**src/rtl/sqrt_pkg.sv**
```systemverilog
// rtl/sqrt_pkg.sv - shared widths for the square-root datapath
package sqrt_pkg;

    localparam int DW_DEFAULT     = 16;
    localparam int ROOT_W_DEFAULT = DW_DEFAULT / 2;

    // Partial remainder carries a sign bit plus one bit of growth beyond the root.
    function automatic int rem_width(input int dw);
        return dw / 2 + 2;
    endfunction

endpackage

```
**src/rtl/sqrt_step.sv**
```systemverilog
// rtl/sqrt_step.sv - one non-restoring square-root iteration (combinational)
import sqrt_pkg::*;

module sqrt_step #(
    parameter int DW = DW_DEFAULT,
    parameter int QW = DW / 2,
    parameter int RW = rem_width(DW)
) (
    input  logic [RW-1:0] r,
    input  logic [QW-1:0] q,
    input  logic [1:0]    pair,
    output logic [RW-1:0] r_next,
    output logic          q_bit
);

    logic [RW-1:0] p;
    logic [1:0]    unused_hi;

    // The two bits shifted out of r are sign copies, so dropping them loses nothing.
    assign unused_hi = r[RW-2 +: 2];
    assign p         = {r[RW-3:0], pair};

    always_comb begin
        if (r[RW-1] == 1'b0)
            r_next = p - {q, 2'b01};
        else
            r_next = p + {q, 2'b11};
        q_bit = ~r_next[RW-1];
    end

endmodule

```
**src/rtl/sqrt_add_unit.sv**
```systemverilog
// rtl/sqrt_add_unit.sv - iterative integer square root, one root bit per clock
import sqrt_pkg::*;

module sqrt_add_unit #(
    parameter int DW = DW_DEFAULT
) (
    input  logic          clk,
    input  logic          reset,
    input  logic          load,
    input  logic          start,
    input  logic          ctrl,
    input  logic [DW-1:0] D,
    input  logic [DW-1:0] excounter,
    output logic [DW-1:0] Q,
    output logic [DW-1:0] remainder,
    output logic          ready
);

    localparam int QW = DW / 2;
    localparam int RW = rem_width(DW);
    localparam int IW = (QW > 1) ? $clog2(QW) : 1;
    localparam logic [DW-1:0] ITER_LIMIT = DW'(QW);

    logic [DW-1:0] dr;
    logic [QW-1:0] qr;
    logic [RW-1:0] rr;
    logic          ready_r;

    logic [IW-1:0] idx;
    logic [1:0]    pair;
    logic [RW-1:0] r_next;
    logic          q_bit;

    assign idx  = excounter[IW-1:0];
    assign pair = dr[{idx, 1'b0} +: 2];

    sqrt_step #(.DW(DW), .QW(QW), .RW(RW)) u_step (
        .r      (rr),
        .q      (qr),
        .pair   (pair),
        .r_next (r_next),
        .q_bit  (q_bit)
    );

    always_ff @(posedge clk or posedge reset) begin
        if (reset) begin
            dr      <= '0;
            qr      <= '0;
            rr      <= '0;
            ready_r <= 1'b0;
        end else if (load) begin
            dr      <= D;
            qr      <= '0;
            rr      <= '0;
            ready_r <= 1'b0;
        end else if (!ready_r) begin
            if (ctrl) begin
                // A negative remainder is off by 2Q+1; restoring it once finishes the job.
                if (rr[RW-1])
                    rr <= rr + {1'b0, qr, 1'b1};
                ready_r <= 1'b1;
            end else if (start && (excounter < ITER_LIMIT)) begin
                rr <= r_next;
                qr <= {qr[QW-2:0], q_bit};
            end
        end
    end

    always_comb begin
        Q             = '0;
        Q[QW-1:0]     = qr;
        remainder     = '0;
        remainder[RW-1:0] = rr;
    end

    assign ready = ready_r;

endmodule

```
**config.mk**
```make
export PLATFORM = sky130hd
export DESIGN_NAME = sqrt_add_unit
export DESIGN_NICKNAME = d
export VERILOG_FILES = /design/src/rtl/sqrt_pkg.sv /design/src/rtl/sqrt_step.sv /design/src/rtl/sqrt_add_unit.sv
export SDC_FILE = /design/constraint.sdc
export NUM_CORES = 1
export LEC_CHECK = 0
export ABC_AREA = 1
export BUFFER_PORTS_ARGS = -buffer_cell sky130_fd_sc_hd__buf_4
export CORE_MARGIN = 2
export CORE_UTILIZATION = 51
export DETAILED_ROUTE_END_ITERATION = 12
export PLACE_DENSITY = 0.78
export SLEW_MARGIN = 20
export SYNTH_ARGS = -nofsm -noshare
export SYNTH_HDL_FRONTEND = slang
export SYNTH_SLANG_ARGS = --single-unit
```
**constraint.sdc**
```tcl
create_clock -name clk -period 5.4 [get_ports clk]
set_clock_uncertainty 0.2 [all_clocks]
set_input_delay 0.54 -clock clk [delete_from_list [all_inputs] [get_ports clk]]
set_output_delay 0.54 -clock clk [all_outputs]
set_load 0.03 [all_outputs]
```
# Yosys cells after proc, flatten, opt, wreduce, memory -nomap -nowiden
# Cells that the tools add are included.
word_totals:
  ff_bits: 35
  input_bits: 37
op_classes:
  bitwise_logic: 1
  add_sub_neg: 3
  eq_ne: 3
  magnitude_cmp: 1
  n_shift: 1
  mux: 13
  reduce_logical: 6
ops:
  columns: ["op", "count"]
  rows:
  - ["$mux 10", 6]
  - ["$mux 8", 4]
  - ["$lt 16x4->1 const B", 1]
  - ["$shiftx 16x5->2", 1]
  - ["$add 10x10->10", 1]
  - ["$add 10x9->10", 1]
  - ["$sub 10x10->10", 1]
  - ["$reduce_and 3->1", 2]
  - ["$ne 2x2->1 const B", 2]
  - ["$mux 1", 3]
  - ["$ne 3x2->1 const B", 1]
  - ["$reduce_bool 3->1", 1]
  - ["$reduce_and 2->1", 1]
  - ["$reduce_bool 2->1", 1]
  - ["$logic_and 1x1->1", 1]
  - ["$not 1->1", 1]

# Depth between registers and ports, before layout
depth:
  ltp_word: 8
  depth_mapped: 14
  mapped_depth_nobuf: 14

# Modules after synthesis
# A second synthesis with hierarchy kept.
unflattened:
  cells_unflattened: 411
  hier_area_um2: 2796.4
modules_own_cells:
  columns: ["module", "n_inst", "cells_each", "seq_area_each_um2", "area_per_inst_um2"]
  rows:
  - ["sqrt_add_unit", 1, 311, 875.8, 2207.1]
  - ["sqrt_step", 1, 100, 0.0, 589.3]

# Worst setup path after synthesis
# Ideal clock, no wire load.
synth_timing:
  path_type: "register to register"
  startpoint: "register rr[9]"
  endpoint: "register rr[6]"
  t_required_ns: 5.083
  setup_slack_ns: 2.732
  path_stages_with_launch: 14
  arrival_time_ns: 2.351
  setup_time_ns: 0.117
  cell_sequence: "dfrtp_1 > clkbuf_1 > buf_2 > xnor2_1 > ha_1 > inv_1 > o31ai_2 > nand2_1 > nand2_1 > a21oi_1 > xor2_1 > nand2_1 > nand3_1 > nand2_1"
synth_between:
  elab_chain_cells: 5
synth_lines:
  columns: ["element", "line", "text"]
  rows:
  - ["from (decl)", "sqrt_add_unit.sv:26", "logic [RW-1:0] rr;"]
  - ["from (signal assigned)", "sqrt_add_unit.sv:60", "rr <= rr + {1'b0, qr, 1'b1};"]
  - ["from (signal assigned)", "sqrt_add_unit.sv:63", "rr <= r_next;"]
  - ["$mux 10", "sqrt_step.sv:24", "if (r[RW-1] == 1'b0)"]
  - ["$mux 10", "sqrt_add_unit.sv:62", "end else if (start && (excounter < ITER_LIMIT)) begin"]
  - ["$mux 10", "sqrt_add_unit.sv:57", "if (ctrl) begin"]
  - ["$mux 10", "sqrt_add_unit.sv:56", "end else if (!ready_r) begin"]
  - ["$mux 10", "sqrt_add_unit.sv:51", "end else if (load) begin"]
# Parallel ways exist; a longest one is shown, timed or not. The select of a mux whose other input is x is not followed.
# A chain may end at the register's enable or synchronous reset.

# Worst setup path in the final report
# Same ends and word-level chain as after synthesis.

==> results.tsv <==
stage	metric	value	unit
status	status	finished clean	
die	die height	75.9	um
cells_and_area	Post-Layout Cell Count	493	
die	core footprint	5040	sq um
clocking	Post CTS Setup Buffer Count	0	
route	drt first pass iters	5	
clocking	# hold bufs at CTS	0	
clocking	CTS buffer count	5	
timing	max_slew headroom	51.3	%
die	Die Wd	75.9	um
setup_path	critical-path cell list	xnor2_1, ha_1, inv_1, o31ai_2, nand2_1, nand2_1, a21oi_1, xor2_1, nand2_1, nand3_1, nand2_1	
setup_path	slowest CP cell	dfrtp_1	
timing	clock period minus worst slack	2.64	ns
cells_and_area	Layout area overhead	20.0	%
clocking	Worst-path clk slew	0.08	ns
timing	final setup fails	0	
run	Max-Cap Viols	0	
clocking	H-tree levels	2	
global_routing	first-pass GRT wire length	10.5	mm
yosys	area leader, netlist	dfrtp_1	
global_routing	vias in the first global route	2427	
power	leakage power	1.73	nW
clocking	post-CTS sizing	0	
setup_path	cell repeated most along the worst path	nand2_1	
yosys	ys async rst share	100	%
route	Via density	5.13	
setup_path	CP max FO	19	
route	Routed Antenna Nets	0	
yosys	leading post-synthesis cells by cell area	dfrtp_1 (33%), nand2_1 (15%), ha_1 (7.6%)	
route	Post-Route WL	6.24	mm
clocking	clock root buffer	clkbuf_8	
yosys	mapped cell area	2640	sq um
yosys	Post-synth EDFFs	0	
power	Pwr Density	388	nW/um^2
timing	Worst-Margin Slew	0.730	ns
cells_and_area	layout cells sized above 1	18.7	%
route	vias post-DR	2530	
clocking	CTS Sinks	35	
power	peak supply drop	266	uV
yosys	Synth Instances	367	
placement	total placed cells including tap cells	485	
cells_and_area	fin nets	476	
placement	GP Congestion	0.951	
setup_path	CP Capture Type	register	
die	die footprint	5760	sq um
setup_path	Setup CP Type	reg2reg	
min_path	Hold WC Path Type	in2async	
timing	Max Slew Vio Count	0	
setup_path	crit path DAT	2.63	ns
yosys	number of synthesis warnings	0	
placement	Final HPWL DP	4.86	mm
setup_path	WP data required	5.39	ns
global_routing	initial antenna violation count	0	
yosys	syn avg cell area	7.18	sq um
timing	Sum Neg Setup Slack	0	ns
yosys	count of cell types in the netlist	35	
clocking	Clock Latency Late Sink	0.29	ns
yosys	sequential fraction of the synthesis area	33.2	%
route	wire length per cell	12.7	um
cells_and_area	fillcell total	463	
yosys	Seq cells post-synth	35	
setup_path	max incr delay on CP	0.82	ns
die	num rows	26	
clocking	CTS tree	built	
yosys	Primary FF master, synth	dfrtp_1	
timing	fin crit share	48.9	%
global_routing	grt ovf	0	
die	starting density of the core	52.3	%
clocking	Clock Tree Buf Depth	2	
route	drt drc	0	
setup_path	CP startpoint kind	register	
yosys	Yosys top cell area share	33.2	%
timing	Fmax achieved	379	MHz
global_routing	largest net degree at the start of global routing	36	
placement	I/O Buffers	55	
timing	RSZ-0062 raised after global routing	no	
route	Initial DRC Count	127	
die	Ports	70	
timing	Hold Fails Final Rpt	0	
global_routing	gr usage total	23.8	%
cells_and_area	n_diodes	0	
## critical path, delay by kind of cell (launching register included)
family	cells	cell delay, ns
flip-flops	1	0.82
AND/OR/NAND/NOR	5	0.40
adder cells (fa/ha/maj)	1	0.39
AO/OA/AOI/OAI	2	0.35
XOR/XNOR	2	0.29
buffers and inverters	1	0.08
## layout make-up
cell class	instances	area [sq um]	area share, %
tap	70	87.6	2.77
sequential	35	876	27.7
clock inverter	3	43.8	1.38
inverter	51	191	6.05
multi-input combinational	273	1480	46.6
timing repair buffer	56	420	13.3
clock buffer	5	68.8	2.18
## final timing paths
| path | startpoint | end | slack [ns] | depth (start not counted) |
|---|---|---|---|---|
| hold reg to reg | dr[0] | dr[0] | 0.30 | 2 |
| setup / recovery | rr[9] | rr[6] | 2.76 | 11 |
| hold / removal | reset | dr[8] | 0.14 | 3 |
| setup reg to reg | rr[9] | rr[6] | 2.76 | 11 |
| max in group asynchronous | reset | qr[7] | 4.53 | 3 |
| min in group clk | D[0] | dr[0] | 0.24 | 3 |
## Yosys cell counts (all sizes together) (2+ instances only)
cell,n
nand2,109
inv,51
dfrtp,35
nand3,26
a21oi,20
nor2,20
o21ai,20
buf,17
ha,16
o22ai,11
xnor2,7
nand4,6
o211ai,6
xor2,6
clkbuf,4
or2,3
nand3b,2
o21a,2
## metrics by stage
step | utilization (%) | cell area, sq um | setup WS [ns] | hold slack [ns] | total power [W]
after detailed placement | 60.5 | 3050 | 2.77 | 0.279 | 0.000986
after CTS | 62.7 | 3160 | 2.78 | 0.161 | 0.00123
final | 62.7 | 3160 | 2.76 | 0.140 | 0.00123
after global placement | 60.5 | 3050 | 2.85 | 0.269 | 0.000967
after floorplan | - | 2680 | 2.73 | 0.242 | 0.000827
after global routing | 62.7 | 3160 | 2.48 | 0.200 | 0.00133
## metal layers
layer  track usage (%)  vias to the layer above  wire length (um)
li1                  -                     1273                 -
met1              32.5                     1165              2970
met2              38.5                       80              2840
met3              3.57                       12               308
met4              7.99                        0               121
met5                 0                        -                 0
## where the power goes
| part | total [W] | leakage [nW] | switching (W) | internal, W |
|---|---|---|---|---|
| Clock | 0.000238 | 0.0581 | 0.000100 | 0.000137 |
| Sequential | 0.000349 | 0.451 | 0.0000507 | 0.000298 |
| Combinational | 0.000641 | 1.22 | 0.000397 | 0.000243 |
## placed cells by master (no fill, tap or decap), types with 2 or more instances in the layout
cell type,Yosys,final
a21oi_1,19,19
buf_4,14,56
clkbuf_8,0,5
conb_1,1,14
dfrtp_1,35,35
ha_1,16,16
inv_1,49,49
inv_2,2,2
nand2_1,105,105
nand2_2,4,4
nand3_1,25,25
nand3b_1,2,2
nand4_1,6,6
nor2_1,18,18
nor2_2,2,2
o211ai_1,5,5
o21a_1,2,2
o21ai_0,16,16
o21ai_1,3,3
o22ai_1,11,11
or2_2,2,2
xnor2_1,7,7
xor2_1,6,6
## cell families (layout without fill, tap and decap cells)
group	count (synthesis)	after routing	share of synthesized area (%)
simple gates	168	168	27.3
buf+inv	72	115	12.6
compound gates	61	61	14.0
flops	35	35	33.2
fa+ha+maj	17	17	8.36
xor+xnor	13	13	4.32
other cells	1	14	0.142
## state kept, by name, summed over array words and instances, names as in the netlist
name,count
rr,10
dr,16
qr,8
ready,1
(Power assumes the default switching activity.)
